File: config.mk
export PLATFORM = sky130hd
export DESIGN_NAME = pipeline_regs
export DESIGN_NICKNAME = d
export VERILOG_FILES = /design/src/rtl/pipeline_pkg.sv /design/src/rtl/pipe_stage.sv /design/src/rtl/pipeline_regs.sv
export SDC_FILE = /design/constraint.sdc
export NUM_CORES = 1
export LEC_CHECK = 0
export CORE_MARGIN = 1.5
export CORE_UTILIZATION = 45
export CTS_BUF_LIST = sky130_fd_sc_hd__clkbuf_4 sky130_fd_sc_hd__clkbuf_8
export DETAILED_ROUTE_END_ITERATION = 12
export PLACE_DENSITY = 0.8
export SLEW_MARGIN = 20
export SYNTH_ARGS = -nofsm -noshare
export SYNTH_HDL_FRONTEND = slang
export SYNTH_SLANG_ARGS = --single-unit
File: constraint.sdc
create_clock -name clk -period 7.9 [get_ports clk]
set_clock_uncertainty 0.05 [all_clocks]
set_input_delay 1.185 -clock clk [delete_from_list [all_inputs] [get_ports clk]]
set_output_delay 1.185 -clock clk [all_outputs]
set_load 0.01 [all_outputs]
File: src/rtl/pipeline_pkg.sv
// rtl/pipeline_pkg.sv - shared constants, stage indices and saturating increment for pipeline_regs
package pipeline_pkg;

  localparam int DEF_DATA_W      = 32;
  localparam int DEF_STAGES      = 4;
  localparam int DEF_STALL_STAGE = 1;
  localparam int DEF_FLUSH_DEPTH = 3;
  localparam int DEF_COUNT_W     = 16;

  localparam int IF_ID  = 0;
  localparam int ID_EX  = 1;
  localparam int EX_MEM = 2;
  localparam int MEM_WB = 3;

  typedef enum logic [1:0] {
    SM_KEEP  = 2'd0,
    SM_LOAD  = 2'd1,
    SM_HOLD  = 2'd2,
    SM_CLEAR = 2'd3
  } stage_mode_e;

  // Counters up to 32 bits wide share this; callers truncate back to their width.
  function automatic logic [31:0] sat_inc(input logic [31:0] v, input logic [31:0] max_v);
    return (v >= max_v) ? v : v + 32'd1;
  endfunction

endpackage

File: src/rtl/pipe_stage.sv
// rtl/pipe_stage.sv - one valid+data stage register with clear > hold > load priority
module pipe_stage
  import pipeline_pkg::*;
#(
  parameter int DATA_W = DEF_DATA_W
) (
  input  logic              clk,
  input  logic              arst,
  input  logic              clear,
  input  logic              hold,
  input  logic              load,
  input  logic              in_valid,
  input  logic [DATA_W-1:0] in_data,
  output logic              out_valid,
  output logic [DATA_W-1:0] out_data
);

  logic              valid_q, valid_d;
  logic [DATA_W-1:0] data_q, data_d;

  always_comb begin
    valid_d = valid_q;
    data_d  = data_q;
    if (clear) begin
      valid_d = 1'b0;
      data_d  = '0;
    end else if (hold) begin
      valid_d = valid_q;
      data_d  = data_q;
    end else if (load) begin
      // invalid entries never carry stale payload
      valid_d = in_valid;
      data_d  = in_valid ? in_data : '0;
    end
  end

  always_ff @(posedge clk or posedge arst) begin
    if (arst) begin
      valid_q <= 1'b0;
      data_q  <= '0;
    end else begin
      valid_q <= valid_d;
      data_q  <= data_d;
    end
  end

  assign out_valid = valid_q;
  assign out_data  = data_q;

endmodule

File: src/rtl/pipeline_regs.sv
// rtl/pipeline_regs.sv - valid-tagged stage register chain with stall bubbles, flush and event counters
module pipeline_regs
  import pipeline_pkg::*;
#(
  parameter int DATA_W      = DEF_DATA_W,
  parameter int STAGES      = DEF_STAGES,
  parameter int STALL_STAGE = DEF_STALL_STAGE,
  parameter int FLUSH_DEPTH = DEF_FLUSH_DEPTH,
  parameter int COUNT_W     = DEF_COUNT_W
) (
  input  logic                     clk,
  input  logic                     arst,
  input  logic                     enable,
  input  logic                     in_valid,
  input  logic [DATA_W-1:0]        in_data,
  input  logic                     stall,
  input  logic                     flush,
  output logic                     in_accept,
  output logic [STAGES-1:0]        stage_valid,
  output logic [STAGES*DATA_W-1:0] stage_data,
  output logic [COUNT_W-1:0]       bubble_cnt,
  output logic [COUNT_W-1:0]       flush_cnt,
  output logic [COUNT_W-1:0]       retire_cnt
);

  localparam logic [31:0] CNT_MAX = (COUNT_W >= 32) ? 32'hFFFF_FFFF
                                                    : ((32'd1 << COUNT_W) - 32'd1);

  stage_mode_e       mode [STAGES];
  logic [STAGES-1:0] clear_v, hold_v, load_v;
  logic [STAGES-1:0] src_valid;
  logic [DATA_W-1:0] src_data [STAGES];
  logic [STAGES-1:0] valid_w;
  logic [DATA_W-1:0] data_w [STAGES];

  logic [COUNT_W-1:0] bubble_q, bubble_d;
  logic [COUNT_W-1:0] flush_q, flush_d;
  logic [COUNT_W-1:0] retire_q, retire_d;

  assign in_accept = enable & (~stall | flush);

  // flush outranks stall; with enable low every stage keeps its contents
  always_comb begin
    for (int k = 0; k < STAGES; k++) begin
      mode[k] = SM_KEEP;
      if (enable) begin
        if (flush) begin
          mode[k] = (k < FLUSH_DEPTH) ? SM_CLEAR : SM_LOAD;
        end else if (stall) begin
          if (k <= STALL_STAGE)          mode[k] = SM_HOLD;
          else if (k == STALL_STAGE + 1) mode[k] = SM_CLEAR;
          else                           mode[k] = SM_LOAD;
        end else begin
          mode[k] = SM_LOAD;
        end
      end
    end
  end

  genvar g;
  generate
    for (g = 0; g < STAGES; g++) begin : g_stage
      if (g == 0) begin : g_src_in
        assign src_valid[g] = in_valid;
        assign src_data[g]  = in_data;
      end else begin : g_src_prev
        assign src_valid[g] = valid_w[g-1];
        assign src_data[g]  = data_w[g-1];
      end

      assign clear_v[g] = (mode[g] == SM_CLEAR);
      assign hold_v[g]  = (mode[g] == SM_HOLD);
      assign load_v[g]  = (mode[g] == SM_LOAD);

      pipe_stage #(.DATA_W(DATA_W)) u_stage (
        .clk      (clk),
        .arst     (arst),
        .clear    (clear_v[g]),
        .hold     (hold_v[g]),
        .load     (load_v[g]),
        .in_valid (src_valid[g]),
        .in_data  (src_data[g]),
        .out_valid(valid_w[g]),
        .out_data (data_w[g])
      );

      assign stage_data[g*DATA_W +: DATA_W] = data_w[g];
    end
  endgenerate

  assign stage_valid = valid_w;

  always_comb begin
    bubble_d = bubble_q;
    flush_d  = flush_q;
    retire_d = retire_q;
    if (enable) begin
      if (flush)      flush_d  = COUNT_W'(sat_inc(32'(flush_q), CNT_MAX));
      else if (stall) bubble_d = COUNT_W'(sat_inc(32'(bubble_q), CNT_MAX));
      // the last stage is always shifted out or replaced, whatever the mode
      if (valid_w[STAGES-1]) retire_d = COUNT_W'(sat_inc(32'(retire_q), CNT_MAX));
    end
  end

  always_ff @(posedge clk or posedge arst) begin
    if (arst) begin
      bubble_q <= '0;
      flush_q  <= '0;
      retire_q <= '0;
    end else begin
      bubble_q <= bubble_d;
      flush_q  <= flush_d;
      retire_q <= retire_d;
    end
  end

  assign bubble_cnt = bubble_q;
  assign flush_cnt  = flush_q;
  assign retire_cnt = retire_q;

endmodule

==> metrics.csv <==
stage,metric,value,unit
yosys,Main synth FF type,dfrtp_1,
floorplanning,num rows,45,
floorplanning,core area,15300,µm²
timing,Worst slew margin,39.6,%
worst_setup_path,"Cell Chain, Critical Path","clkdlybuf4s50_1, buf_4, o21ai_4, buf_4, inv_1, clkdlybuf4s50_1",
worst_setup_path,crit path from,enable,
cts,Post-CTS Setup Inserts,0,
placed_design,IO buf count,218,
yosys,Synth top area share,63.2,%
cts,CTS Buf Count,17,
timing,final-report hold violation count,0,
final_layout,# fillers,1179,
yosys,Synth area leader,dfrtp_1,
yosys,Mean Syn Cell Area,12.7,µm²
timing,"Setup violations, final",0,
power,switching portion of total power,25.0,%
final_layout,Final #Nets,809,
outcome,outcome,finished clean,
worst_setup_path,worst flop-to-flop path startpoint,bubble_cnt[0]$_DFFE_PP0P_,
grt,initial antenna violation count,0,
yosys,Post-synth EDFFs,0,
yosys,Mapped Nets,604,
drt,DR vias,5383,
cts,Clock Path Buffers,2,
cts,H-Tree Depth,4,
power,VDD IR max,0.0943,mV
floorplanning,Die H,129,µm
worst_setup_path,cell family with the largest share of critical-path delay,buffers and inverters,
timing,Final Cycle Share,55.3,%
yosys,yosys warns,0,
worst_setup_path,Slowest cell on crit path,buf_4,
placed_design,Final HPWL DP,12.4,mm
worst_setup_path,worst reg2reg path depth,5,
drt,final wirelength,17.3,mm
cts,CTS tree,built,
yosys,"count leader, synth",dfrtp_1,
final_layout,register area,4500,µm²
power,Leak,4.43,nW
worst_setup_path,Crit path depth,6,
drt,DR pass1 iterations,5,
floorplanning,number of I/O pins,219,
worst_setup_path,CP endpoint,in_accept,
worst_setup_path,crit end category,primary output,
worst_setup_path,worst reg2reg setup slack,5.91,ns
final_layout,Layout Cells excl Fill,992,
power,Seq pwr share,53.0,%
cts,CTS Sinks,180,
grt,vias in the first global route,5081,
timing,Max Clock Freq,0.229,GHz
grt,global-route wire length before repair,27.3,mm
job,max-cap viol count,0,
power,Power Density,194,nW/µm²
grt,grt peak-use layer,met2,
grt,GRT met3 Usage,5.16,%
drt,ANT nets after route,0,
yosys,"Seq/Total Area, Yosys",63.2,%
worst_setup_path,CP Max Fanout,67,
worst_setup_path,crit path DAT,3.13,ns
grt,GR Util met2,32.6,%
yosys,synthesized area,7120,µm²
drt,DRC viols,0,
timing,pins over their slew limit,0,
power,Clock power frac,35.0,%
floorplanning,Die W,129,µm
placed_design,Cells after DPL,960,
cts,number of gates resized after cts,0,
worst_setup_path,Crit path largest cell delay,0.54,ns
yosys,ys async rst share,100,%
cts,Clock transition at path regs,0.09,ns
final_layout,n_diodes,0,
placed_design,placed inst area,9450,µm²
timing,min Tclk post-route,4.37,ns
drt,DRC violation total after the first TritonRoute iteration,291,
cts,clk_lat worst skew,0.44,ns
yosys,#FFs+latches synth,180,
final_layout,final instance area,9900,µm²
worst_setup_path,Reg-to-Reg End,bubble_cnt[1]$_DFFE_PP0P_,
timing,Worst-Margin Slew,0.907,ns
yosys,Area contributors post-synth,"dfrtp_1, a22o_1, xor2_1",
final_layout,share of layout cells above drive strength 1,7.17,%
worst_setup_path,buffer and inverter count on the worst path,5,
worst_setup_path,Crit path required time,6.66,ns
grt,Total GRT Usage,21.3,%
floorplanning,Initial Util,46.5,%
floorplanning,die area,16600,µm²
yosys,Mapped Cells,563,
power,Tot Pwr,1.92,mW
final_layout,Multi-input gate area,2370,µm²
grt,grt ovf,0,
power,Comb power frac,12.0,%
drt,Vias/cell,5.43,
final_layout,synth-to-layout area growth,39.0,%
drt,routed len/inst,17.5,µm
placed_design,Final GP Congestion,0.849,
cts,clk root buf,clkbuf_8,
grt,largest net degree at the start of global routing,103,
timing,RSZ-0062 raised after global routing,false,
yosys,Synth top cells by count,"dfrtp_1, a22o_1, xor2_1",
worst_setup_path,Startpoint Class,input port,
timing,Post-Route Setup TNS,0,ns
hold_path,type of the most critical hold path,flip-flop to flip-flop,
cts,Hold Buf Count CTS,0,
yosys,Cell variety after synth,42,
worst_setup_path,Setup Crit Path Kind,input port to primary output,
grt,grt met1 use,29.8,%
final_layout,final core occ,64.6,%
power,internal power,1.44,mW
power,Sw Pwr,0.480,mW
cell usage in the layout (no fill, tap or decap), types with 4 or more instances in the layout:
cell | synthesis | layout
xor2_1 | 30 | 30
nand4_1 | 14 | 14
nor2_1 | 11 | 11
dfrtp_1 | 180 | 180
nor4b_1 | 5 | 5
a22o_1 | 111 | 111
mux2_2 | 4 | 4
xnor2_1 | 7 | 7
nand2_1 | 16 | 16
nor4_1 | 13 | 13
nor3_1 | 14 | 14
and2_1 | 7 | 4
o31ai_1 | 5 | 5
inv_1 | 26 | 25
nand3_1 | 26 | 26
clkdlybuf4s50_1 | 0 | 218
o21ai_0 | 21 | 21
a21o_1 | 4 | 4
clkbuf_8 | 0 | 21
cells by family (layout without fill, tap and decap cells):
kind of cell	Yosys count	after routing	synth area share, %
compound gates	146	146	16.5
simple gates	130	130	10.8
xor+xnor	37	37	4.55
mux	5	5	0.773
buf+inv	62	280	3.65
fa+ha+maj	3	3	0.527
flops	180	180	63.2
worst min path at each step:
stage,start,end,slack (ns),depth (start not counted)
after CTS,flush_cnt[14]$_DFFE_PP0P_,flush_cnt[14]$_DFFE_PP0P_,0.45,1
after global placement,g_stage[1].u_stage.out_valid$_DFFE_PP0P_,g_stage[1].u_stage.out_valid$_DFFE_PP0P_,0.43,1
final,flush_cnt[14]$_DFFE_PP0P_,flush_cnt[14]$_DFFE_PP0P_,0.46,1
after floorplan,g_stage[0].u_stage.out_valid$_DFFE_PP0P_,g_stage[0].u_stage.out_valid$_DFFE_PP0P_,0.41,1
after global routing,flush_cnt[14]$_DFFE_PP0P_,flush_cnt[14]$_DFFE_PP0P_,0.48,1
after detailed placement,flush_cnt[14]$_DFFE_PP0P_,flush_cnt[14]$_DFFE_PP0P_,0.44,1
power by group through the flow:
| stage | sequential, mW | clock (mW) | combinational, mW |
|---|---|---|---|
| floorplan | 1.04 | 0 | 0.0882 |
| global placement | 1.03 | 0 | 0.228 |
| detailed placement | 1.03 | 0 | 0.233 |
| CTS | 1.02 | 0.685 | 0.234 |
| global route | 1.02 | 0.727 | 0.250 |
| finish | 1.02 | 0.671 | 0.230 |
metal layers:
| layer | routed length [µm] | vias to the layer above |
|---|---|---|
| li1 | - | 2503 |
| met4 | 344 | 0 |
| met5 | 0 | - |
| met2 | 8300 | 212 |
| met3 | 961 | 25 |
| met1 | 7750 | 2643 |
area by class of cell:
cell class / instances / share of cell area [%]
inverter: 26 / 1.04
clock buffer: 22 / 3.00
multi-input combinational: 321 / 24.0
sequential: 180 / 45.5
tap: 211 / 2.67
clock inverter: 10 / 1.45
timing repair buffer: 222 / 22.4
worst reg2reg max path: cells and delay by family, from the launching register on:
kind,cells,cell delay (ns)
fa+ha+maj,1,0.23
flops,1,0.41
mux,1,0.30
simple gates,3,0.89
registers in the layout, summed over array words and instances (netlist names):
name,cells
retire_cnt,16
g_stage.u_stage.out_valid,4
flush_cnt,16
g_stage.u_stage.out_data,128
bubble_cnt,16
per-stage QoR:
step	hold WS (ns)	setup slack (ns)
CTS	0.455	3.55
finish	0.457	3.53
global placement	0.427	3.58
global route	0.478	3.44
floorplan	0.415	1.78
detailed placement	0.436	3.56
(Power assumes the default switching activity.)
